===== config.mk =====
export PLATFORM = sky130hd
export DESIGN_NAME = i2s_dac_tx_flat
export DESIGN_NICKNAME = d
export VERILOG_FILES = /design/src/rtl/i2s_dac_tx_pkg.sv /design/src/rtl/i2s_dac_tx_if.sv /design/src/rtl/i2s_dac_tx_cdc_sync_edge.sv /design/src/rtl/i2s_dac_tx.sv /design/src/flat_wrapper.sv
export SDC_FILE = /design/constraint.sdc
export NUM_CORES = 1
export LEC_CHECK = 0
export CAP_MARGIN = 20
export CORE_UTILIZATION = 45
export DETAILED_ROUTE_END_ITERATION = 7
export PLACE_DENSITY = 0.7
export REMOVE_ABC_BUFFERS = 1
export SYNTH_ARGS = -nofsm -noshare
export SYNTH_HDL_FRONTEND = slang
export SYNTH_SLANG_ARGS = --single-unit

===== constraint.sdc =====
create_clock -name clk_fpga -period 1.85 [get_ports clk_fpga]
set_clock_uncertainty 0.15 [all_clocks]
set_input_delay 0.185 -clock clk_fpga [delete_from_list [all_inputs] [get_ports clk_fpga]]
set_output_delay 0.185 -clock clk_fpga [all_outputs]
set_load 0.01 [all_outputs]

===== src/rtl/i2s_dac_tx_pkg.sv =====
// Shared audio types for the I2S DAC transmit path: sample width, stereo frame
// layout and the channel-edge classification used by the serializer.
package audio_pkg;

   localparam int AUDIO_DATA_W = 16;

   typedef logic signed [AUDIO_DATA_W-1:0] sample_t;

   typedef struct packed {
      sample_t left;
      sample_t right;
   } stereo_frame_t;

   typedef enum logic [1:0] {
      CH_NONE  = 2'd0,
      CH_LEFT  = 2'd1,
      CH_RIGHT = 2'd2
   } ch_edge_e;

endpackage


===== src/rtl/i2s_dac_tx_if.sv =====
// Stereo PCM frame handshake between the sample source and the I2S transmitter.
interface i2s_dac_tx_if;
   import audio_pkg::*;

   sample_t s_data_left;
   sample_t s_data_right;
   logic    s_valid;
   logic    s_ready;

   modport master (output s_data_left, output s_data_right, output s_valid, input s_ready);
   modport slave  (input s_data_left, input s_data_right, input s_valid, output s_ready);

endinterface


===== src/rtl/i2s_dac_tx_cdc_sync_edge.sv =====
// Two-flop synchronizer for a codec-domain pin, plus one history flop so that
// rise/fall strobes are derived purely from clk-domain registers.
module cdc_sync_edge (
   input  logic clk,
   input  logic rst_n,
   input  logic async_i,
   output logic sync_o,
   output logic rise_o,
   output logic fall_o
);

   logic meta_q, sync_q, prev_q;
   logic meta_d, sync_d, prev_d;

   // Next-state of the synchronizer chain.
   always_comb begin
      meta_d = async_i;
      sync_d = meta_q;
      prev_d = sync_q;
   end

   // Synchronizer and history registers.
   always_ff @(posedge clk or negedge rst_n) begin
      if (!rst_n) begin
         meta_q <= 1'b0;
         sync_q <= 1'b0;
         prev_q <= 1'b0;
      end else begin
         meta_q <= meta_d;
         sync_q <= sync_d;
         prev_q <= prev_d;
      end
   end

   assign sync_o = sync_q;
   assign rise_o = sync_q & ~prev_q;
   assign fall_o = ~sync_q & prev_q;

endmodule


===== src/rtl/i2s_dac_tx.sv =====
// Slave-mode I2S DAC transmitter: buffers one stereo frame from the handshake
// and shifts it MSB-first onto DACDAT, paced by the codec's BCLK and LRCK.
module i2s_dac_tx
   import audio_pkg::*;
#(
   parameter int DATA_W = AUDIO_DATA_W,
   parameter int CNT_W  = 16
) (
   input  logic              clk_fpga,
   input  logic              rst_n,
   i2s_dac_tx_if.slave       s_if,
   input  logic              audio_BCLK,
   input  logic              audio_DACLRCK,
   output logic              audio_DACDAT,
   output logic              frame_tick,
   output logic              underrun,
   output logic [CNT_W-1:0]  underrun_count
);

   logic bclk_sync_s, bclk_rise_s, bclk_fall_s;
   logic lrck_sync_s, lrck_rise_s, lrck_fall_s;
   logic unused_s;

   cdc_sync_edge u_bclk_sync (
      .clk     (clk_fpga),
      .rst_n   (rst_n),
      .async_i (audio_BCLK),
      .sync_o  (bclk_sync_s),
      .rise_o  (bclk_rise_s),
      .fall_o  (bclk_fall_s)
   );

   cdc_sync_edge u_lrck_sync (
      .clk     (clk_fpga),
      .rst_n   (rst_n),
      .async_i (audio_DACLRCK),
      .sync_o  (lrck_sync_s),
      .rise_o  (lrck_rise_s),
      .fall_o  (lrck_fall_s)
   );

   // LRCK is only meaningful when sampled at a BCLK falling edge.
   assign unused_s = ^{bclk_sync_s, bclk_rise_s, lrck_rise_s, lrck_fall_s};

   stereo_frame_t     hold_q, hold_d;
   stereo_frame_t     frame_q, frame_d;
   logic [DATA_W-1:0] sr_q, sr_d;
   logic              hold_full_q, hold_full_d;
   logic              armed_q, armed_d;
   logic              lrck_prev_q, lrck_prev_d;
   logic              dacdat_q, dacdat_d;
   logic              frame_tick_q, frame_tick_d;
   logic              underrun_q, underrun_d;
   logic [CNT_W-1:0]  underrun_count_q, underrun_count_d;
   logic              xfer_s;
   ch_edge_e          ch_edge_s;

   assign xfer_s = s_if.s_valid & ~hold_full_q;

   // Classify the current BCLK falling edge as left start, right start or neither.
   always_comb begin
      ch_edge_s = CH_NONE;
      if (bclk_fall_s && armed_q) begin
         if (lrck_prev_q && !lrck_sync_s) begin
            ch_edge_s = CH_LEFT;
         end else if (!lrck_prev_q && lrck_sync_s) begin
            ch_edge_s = CH_RIGHT;
         end else begin
            ch_edge_s = CH_NONE;
         end
      end else begin
         ch_edge_s = CH_NONE;
      end
   end

   // Handshake capture, frame loading and serializer next-state.
   always_comb begin
      hold_d           = hold_q;
      hold_full_d      = hold_full_q;
      frame_d          = frame_q;
      sr_d             = sr_q;
      armed_d          = armed_q;
      lrck_prev_d      = lrck_prev_q;
      dacdat_d         = dacdat_q;
      frame_tick_d     = 1'b0;
      underrun_d       = 1'b0;
      underrun_count_d = underrun_count_q;

      if (xfer_s) begin
         hold_d.left  = s_if.s_data_left;
         hold_d.right = s_if.s_data_right;
         hold_full_d  = 1'b1;
      end else begin
         hold_d      = hold_q;
         hold_full_d = hold_full_q;
      end

      // The first falling edge only records LRCK so a high LRCK at reset is not seen as an edge.
      if (bclk_fall_s) begin
         lrck_prev_d = lrck_sync_s;
         armed_d     = 1'b1;
      end else begin
         lrck_prev_d = lrck_prev_q;
         armed_d     = armed_q;
      end

      case (ch_edge_s)
         CH_LEFT: begin
            frame_tick_d = 1'b1;
            if (hold_full_q) begin
               frame_d     = hold_q;
               hold_full_d = 1'b0;
               sr_d        = hold_q.left;
            end else begin
               frame_d    = {(2*DATA_W){1'b0}};
               sr_d       = {DATA_W{1'b0}};
               underrun_d = 1'b1;
               if (underrun_count_q != {CNT_W{1'b1}}) begin
                  underrun_count_d = underrun_count_q + {{(CNT_W-1){1'b0}}, 1'b1};
               end else begin
                  underrun_count_d = underrun_count_q;
               end
            end
         end
         CH_RIGHT: begin
            sr_d = frame_q.right;
         end
         CH_NONE: begin
            if (bclk_fall_s) begin
               dacdat_d = sr_q[DATA_W-1];
               sr_d     = {sr_q[DATA_W-2:0], 1'b0};
            end else begin
               dacdat_d = dacdat_q;
               sr_d     = sr_q;
            end
         end
         default: begin
            dacdat_d = dacdat_q;
            sr_d     = sr_q;
         end
      endcase
   end

   // Datapath and status registers.
   always_ff @(posedge clk_fpga or negedge rst_n) begin
      if (!rst_n) begin
         hold_q           <= {(2*DATA_W){1'b0}};
         hold_full_q      <= 1'b0;
         frame_q          <= {(2*DATA_W){1'b0}};
         sr_q             <= {DATA_W{1'b0}};
         armed_q          <= 1'b0;
         lrck_prev_q      <= 1'b0;
         dacdat_q         <= 1'b0;
         frame_tick_q     <= 1'b0;
         underrun_q       <= 1'b0;
         underrun_count_q <= {CNT_W{1'b0}};
      end else begin
         hold_q           <= hold_d;
         hold_full_q      <= hold_full_d;
         frame_q          <= frame_d;
         sr_q             <= sr_d;
         armed_q          <= armed_d;
         lrck_prev_q      <= lrck_prev_d;
         dacdat_q         <= dacdat_d;
         frame_tick_q     <= frame_tick_d;
         underrun_q       <= underrun_d;
         underrun_count_q <= underrun_count_d;
      end
   end

   assign s_if.s_ready   = ~hold_full_q;
   assign audio_DACDAT   = dacdat_q;
   assign frame_tick     = frame_tick_q;
   assign underrun       = underrun_q;
   assign underrun_count = underrun_count_q;

endmodule


===== src/flat_wrapper.sv =====
// flat-port wrapper written by rule: the top's interface ports become plain ports
module i2s_dac_tx_flat import audio_pkg::*;
#(
   parameter int DATA_W = AUDIO_DATA_W,
   parameter int CNT_W  = 16
)
  (clk_fpga, rst_n, audio_BCLK, audio_DACLRCK, audio_DACDAT, frame_tick, underrun, underrun_count, s_if_s_data_left, s_if_s_data_right, s_if_s_valid, s_if_s_ready);
  i2s_dac_tx_if s_if_i ();
  input  logic clk_fpga;
  input  logic rst_n;
  input  logic audio_BCLK;
  input  logic audio_DACLRCK;
  output logic audio_DACDAT;
  output logic frame_tick;
  output logic underrun;
  output logic [CNT_W-1:0] underrun_count;
  input wire logic [$bits(s_if_i.s_data_left)-1:0] s_if_s_data_left;
  input wire logic [$bits(s_if_i.s_data_right)-1:0] s_if_s_data_right;
  input wire logic [$bits(s_if_i.s_valid)-1:0] s_if_s_valid;
  output wire logic [$bits(s_if_i.s_ready)-1:0] s_if_s_ready;
  assign s_if_i.s_data_left = s_if_s_data_left;
  assign s_if_i.s_data_right = s_if_s_data_right;
  assign s_if_i.s_valid = s_if_s_valid;
  assign s_if_s_ready = s_if_i.s_ready;
  i2s_dac_tx #(.DATA_W(DATA_W), .CNT_W(CNT_W)) u_core (.clk_fpga(clk_fpga), .rst_n(rst_n), .s_if(s_if_i), .audio_BCLK(audio_BCLK), .audio_DACLRCK(audio_DACLRCK), .audio_DACDAT(audio_DACDAT), .frame_tick(frame_tick), .underrun(underrun), .underrun_count(underrun_count));
endmodule

# Word level (Yosys, flattened, before mapping)
# Index checks and enable logic that the tools add are counted.
# Widths: inputs -> output; s select.
# totals
register_bits	91
in_bits	37
output_inout_bits	20
word_cells	48
# op_classes
n_addsub	1
eq_ne	4
mux	13
n_bitwise	4
reduce_logical	10
# ops
op	n
$mux 16	3
$pmux 16 s3	1
$add 16x1->16 const B	1
$ne 16x16->1 const B	1
$mux 1	6
$mux 2	3
$reduce_and 2->1	2
$logic_and 1x1->1	3
$reduce_and 3->1	1
$reduce_bool 3->1	1
$and 1x1->1	2
$eq 2x1->1 const B	1
$eq 2x2->1 const B	1
$logic_not 1->1	2
$logic_not 2->1	1
$ne 2x1->1 const B	1
$not 1->1	2

# Longest topological paths before layout
# logic_depth
ltp_word	8
ltp_mapped	6
mapped_depth_nobuf	5

# Cells and area by module
# Synthesis repeated with hierarchy kept, for this count alone.
# hier_totals
cells_unflattened	320
hier_area_um2	3893.7
# by_module_without_submodules
module	instances	cells_per_inst	area_each_um2	seq_area_each_um2
i2s_dac_tx	1	310	3713.6	2152.1
cdc_sync_edge	2	5	90.1	75.1

# Worst setup path before layout
# No wires, ideal clock.
# synth_path
path_type	flip-flop to flip-flop
start	reg u_core.underrun_count_q[0] (netlist: u_core.underrun_count[0])
end	reg u_core.underrun_count_q[1] (netlist: u_core.underrun_count[1])
setup_time_ns	0.128
arrival_ns	1.720
required_ns	1.572
slack_ns	-0.147
stages_incl_launch_ff	6
path_buffers	0
synth_period_minus_slack_ns	1.997
cell_sequence	dfrtp_1 -> ha_1 -> nand3_1 -> nor4_2 -> nor2_1 -> mux2_1
# synth_via
elab_chain_cells	2
elab_cells_between_ends	3
classes_between	1 x add/sub; 1 x eq/ne; 1 x reduce/logical
# synth_rtl
element	line_no	text
start, declared	i2s_dac_tx.sv:54	logic [CNT_W-1:0] underrun_count_q, underrun_count_d;
start signal, assigned	i2s_dac_tx.sv:156	underrun_count_q <= {CNT_W{1'b0}};
start signal, assigned	i2s_dac_tx.sv:167	underrun_count_q <= underrun_count_d;
parallel branches: the longest is 2 deep, another holds $add 16x1->16	n/a	
# Several ways; the timed one is not identified.
# A chain may end at the register's enable or synchronous reset.

# Worst setup path after layout
# layout_path
start	reg u_core.u_lrck_sync.sync_q (netlist: u_core.u_lrck_sync.sync_o)
end	reg u_core.underrun_count_q[11] (netlist: u_core.underrun_count[11])
# layout_via
elab_chain_cells	6
elab_cells_between_ends	8
classes_between	1 x eq/ne; 3 x mux; 4 x reduce/logical
# layout_rtl
element	line_no	text
start, declared	i2s_dac_tx_cdc_sync_edge.sv:12	logic meta_q, sync_q, prev_q;
start signal, assigned	i2s_dac_tx_cdc_sync_edge.sv:30	sync_q <= sync_d;
$logic_and 1x1->1 or $logic_not 1->1 (tied branches)	i2s_dac_tx.sv:66, i2s_dac_tx.sv:64	
$mux 2 or $logic_and 1x1->1 (tied branches)	i2s_dac_tx.sv:66, i2s_dac_tx.sv:64	
$mux 2 (*)	i2s_dac_tx.sv:64	if (lrck_prev_q && !lrck_sync_s) begin
$mux 2 (*)	i2s_dac_tx.sv:63	if (bclk_fall_s && armed_q) begin
$eq 2x1->1 (*)	i2s_dac_tx.sv:107	case (ch_edge_s)
$reduce_and 3->1 (no source line) (*)	n/a	
# Mark *: on every way between the ends. The rest lies on a longest branch, timed or not.

==> impl_summary.txt <==
----------------------------------------------------
[Timing]
  Pin slew with the least headroom to its limit ... 0.441 ns
  Worst Slack Setup Final ... -0.0711 ns
  Post-layout minimum cycle time ... 1.92 ns
  Max frequency ... 521 MHz
  Final Max Tran Viols ... 0
  Fraction of the cycle the final worst path needs ... 104%
  Final Hold Vio Count ... 0
  RSZ-0062 raised after global routing ... true
  Hold_ws ... 0.123 ns
  Finish-stage setup viols ... 5
  Remaining max-slew budget at the tightest pin ... 70.6%

[Synth]
  Most common flop cell mapped by yosys ... dfrtp_1
  Synth async-reset ratio ... 100%
  Part of the Yosys area used for sequential elements ... ~57%
  Syn. warnings ... 0
  Number of enable flip-flop cells after synthesis ... 0
  Adder-Cell Fraction of Synth Area ... 0.311%
  Simple-gate share of the synthesized area ... between 10% and 20%
  Gate Count Post-Synth ... 370
  Per-instance average area after synthesis ... 10.9 um2
  Combinational family with the most area after synthesis ... simple AND/OR/NAND/NOR gates
  Xor/xnor share of the synthesized area ... 3.48%
  Share of cell area taken by muxes after synthesis ... 9.52%
  Syn Std Cell Area ... approximately 0.0040 mm2
  Post-synthesis compound-gate area fraction ... a little under a tenth
  Netlist cell types ... 36
  Seq cells post-synth ... 91

[Global routing]
  Met2 usage ... 30.0%
  Vias in the first global route ... 2732
  Global Route met1 Usage ... 26.6%
  Total global routing track utilization ... 19.2%
  First-pass GRT wire length ... 13400 um
  Fraction of met3 tracks used by global routing ... 3.29%
  Layer with the highest usage ... met2
  Number of antenna violations at the first check in global routing ... 0
  Maximum number of pins on one net before global-route repair ... 35
  GRT overflow ... 0

[Place]
  Number of buffers inserted by port buffering ... 56
  Final weighted congestion in routability-driven placement ... 0.759
  HPWL after detailed placement ... 5520 um
  Area after detailed placement ... 0.00485 mm2

[Outcome]
  Status ... finished with violations
  Violations in the final reports ... negative setup slack

[Run]
  Max cap viols ... 0

[Floorplan]
  Number of rows in the core area ... 34
  Area inside the core boundary ... roughly 0.0087 mm2
  Num ports ... 57
  Floorplan die width ... between 90 and 100 um
  Die Footprint ... 0.00932 mm2
  Starting density of the core ... 46.3%
  Die Span Y ... 96.5 um

[Critical path]
  Launching point of the worst reg2reg path ... u_core.u_lrck_sync.sync_o
  Element type at the critical path start ... flop
  Worst-path maximum fanout ... 5
  Reg-to-reg endpoint ... u_core.underrun_count[11]
  Classification of the worst setup path ... reg -> reg
  Element type at the critical path end ... flop
  Worst Reg-to-Reg Cells ... 4
  Crit path arrival time ... 2.06 ns
  Setup slack of the worst register-to-register path ... -0.07 ns
  Required time reported for the critical path endpoint ... 1.99 ns

[Worst hold path]
  Source of the worst hold timing path ... audio_DACLRCK
  Min-Delay Path Class ... in -> reg
  Hold Path Sink ... u_core.u_lrck_sync.meta_q
  Hold Crit Depth ... 1

[Clocking]
  CTS sink count ... 91
  Maximum level of the CTS H-tree ... 3
  Clock transition at path regs ... roughly 0.09 ns
  Clock tree from TritonCTS ... done
  Clock buffer depth ... 2
  Cell chosen for the clock root ... clkbuf_8
  Total clock buffers created by CTS ... 9
  Worst skew pair latency ... 0.36 ns
  Post-CTS setup repair buffer count ... 0

[Final layout]
  Layout area overhead ... 29.6%
  Final instance area ... around 0.0052 mm2
  Layout Nets ... 478
  Fraction of final layout cells sized beyond drive strength 1 ... a little over a fifth
  Number of diodes ... 0

[Routing]
  ANT nets after route ... 0
  Average vias per placed instance ... 5.42
  Total via count after detailed routing ... 3000
  Violation count after the first detailed-route iteration ... 122
  DRT Wirelength ... 8680 um
  Final routed wire length divided by cell count ... between 15 and 20 um
  First-pass iteration count of the detailed router ... 6
  DR DRC count ... 0

[Power and ir drop]
  Standby leakage power ... 2.27 nW
  Largest voltage drop on the vdd net ... between 0.5 and 0.6 mV
  Power consumption ... 0.00532 W
  Cell area power density ... approximately 1000 mW/mm2

----------------------------------------------------
-- cells in the mapped netlist (2+ instances only) --
cell	number	area (um2)
a21oi_1	39	195
a221oi_1	11	96.3
buf_1	6	22.5
buf_6	3	33.8
clkbuf_1	14	52.6
dfrtp_1	91	2280
inv_1	5	18.8
mux2_1	5	56.3
mux2_2	29	327
nand2_1	43	161
nand2b_1	15	93.8
nand3_1	21	105
nand4_1	4	25.0
nor2_1	23	86.3
nor3_1	5	25.0
nor3b_1	2	15.0
nor4_1	5	31.3
nor4b_2	2	30.0
o21ai_0	16	80.1
xnor2_1	2	17.5
xor2_1	14	123
-- report_power, final --
group / switching [W] / internal (W) / total, W / leakage [nW]
Sequential: 0.000317 / 0.00251 / 0.00283 / 1.12
Clock: 0.000700 / 0.000764 / 0.00146 / 0.103
Combinational: 0.000445 / 0.000578 / 0.00102 / 1.05
Total: 0.00146 / 0.00386 / 0.00532 / 2.27
-- area by class of cell --
type                       instances  area, um2
clock buffer                      10        128
clock inverter                     6       88.8
fill                             730       3470
inverter                           5       18.8
multi-input combinational        251       1750
sequential                        91       2280
tap                              108        135
timing repair buffer              82        817
-- cells in the final DEF, fill, tap and decap left out, types with 2 or more instances in the layout --
cell / netlist / layout
xor2_1: 14 / 14
o21ai_0: 16 / 16
or4_4: 1 / 2
nor2_1: 23 / 21
mux2_1: 5 / 5
inv_1: 5 / 5
nand2b_1: 15 / 15
nor4b_2: 2 / 2
nor3_1: 5 / 5
nor4_2: 1 / 2
nand4_1: 4 / 4
buf_4: 0 / 21
clkbuf_8: 0 / 9
buf_12: 0 / 5
clkdlybuf4s50_1: 0 / 54
xnor2_1: 2 / 2
a21oi_1: 39 / 39
mux2_2: 29 / 29
nor2_2: 0 / 2
bufinv_16: 0 / 2
clkinvlp_4: 0 / 2
nor3b_1: 2 / 2
a221oi_1: 11 / 5
nor4_4: 0 / 3
nand2_1: 43 / 43
dfrtp_1: 91 / 91
nand3_1: 21 / 20
a221oi_2: 0 / 6
-- how the worst max path moves through the flow --
stage	startpoint	endpoint	depth (start not counted)
after floorplan	u_core.hold_full_q	u_core.hold_q[0]	2
after global placement	u_core.u_bclk_sync.sync_o	u_core.underrun_count[10]	4
after detailed placement	u_core.u_bclk_sync.sync_o	u_core.underrun_count[12]	4
after CTS	u_core.u_bclk_sync.sync_o	u_core.underrun_count[9]	4
after global routing	u_core.u_lrck_sync.sync_o	u_core.underrun_count[14]	4
final	u_core.u_lrck_sync.sync_o	u_core.underrun_count[11]	4
-- through the flow --
| step | TNS (ns) | cells | worst slack, ns | util [%] |
|---|---|---|---|---|
| finish | -0.174 | 553 | -0.0711 | 60.0 |
| global route | -0.548 | 553 | -0.119 | 60.0 |
| CTS | -0.146 | 552 | -0.0412 | 58.6 |
| detailed placement | -0.0966 | 535 | -0.0636 | 55.9 |
| global placement | 0 | 535 | 0.0148 | 55.9 |
| floorplan | -37.71 | 346 | -0.881 | - |
-- layer usage --
metal	routed length, um	up-vias
met5	0	-
met4	61	0
met2	4230	72
li1	-	1437
met3	346	7
met1	4030	1484
-- critical path: stages, from the launching register on --
cell and delay (ns):
dfrtp_1 0.39, nand3b_4 0.18, or4_4 0.61, nor4_1 0.35
xor2_1 0.17
-- cells by family (layout without fill, tap and decap cells) --
kind of cell	count (synthesis)	after routing
simple gates	132	133
xor+xnor	16	16
buf+inv	29	103
flops	91	91
fa+ha+maj	1	1
mux	34	34
compound gates	67	67
-- state kept, by name, indices dropped and copies added, names as in the netlist, 16 cells and up --
name,count
u_core.sr_q,16
u_core.hold_q,32
u_core.underrun_count,16
u_core.frame_q,16
-- repair_timing --
item / in CTS / in global routing
endpoints found under the hold margin: 91 / 0
gates resized for setup: 2 / 19
endpoints found under the setup margin: 6 / 16
gates cloned: 0 / 1
hold buffers: 1 / 0
pin swaps: 0 / 6
Note: power is estimated with default switching activity, not from simulation.
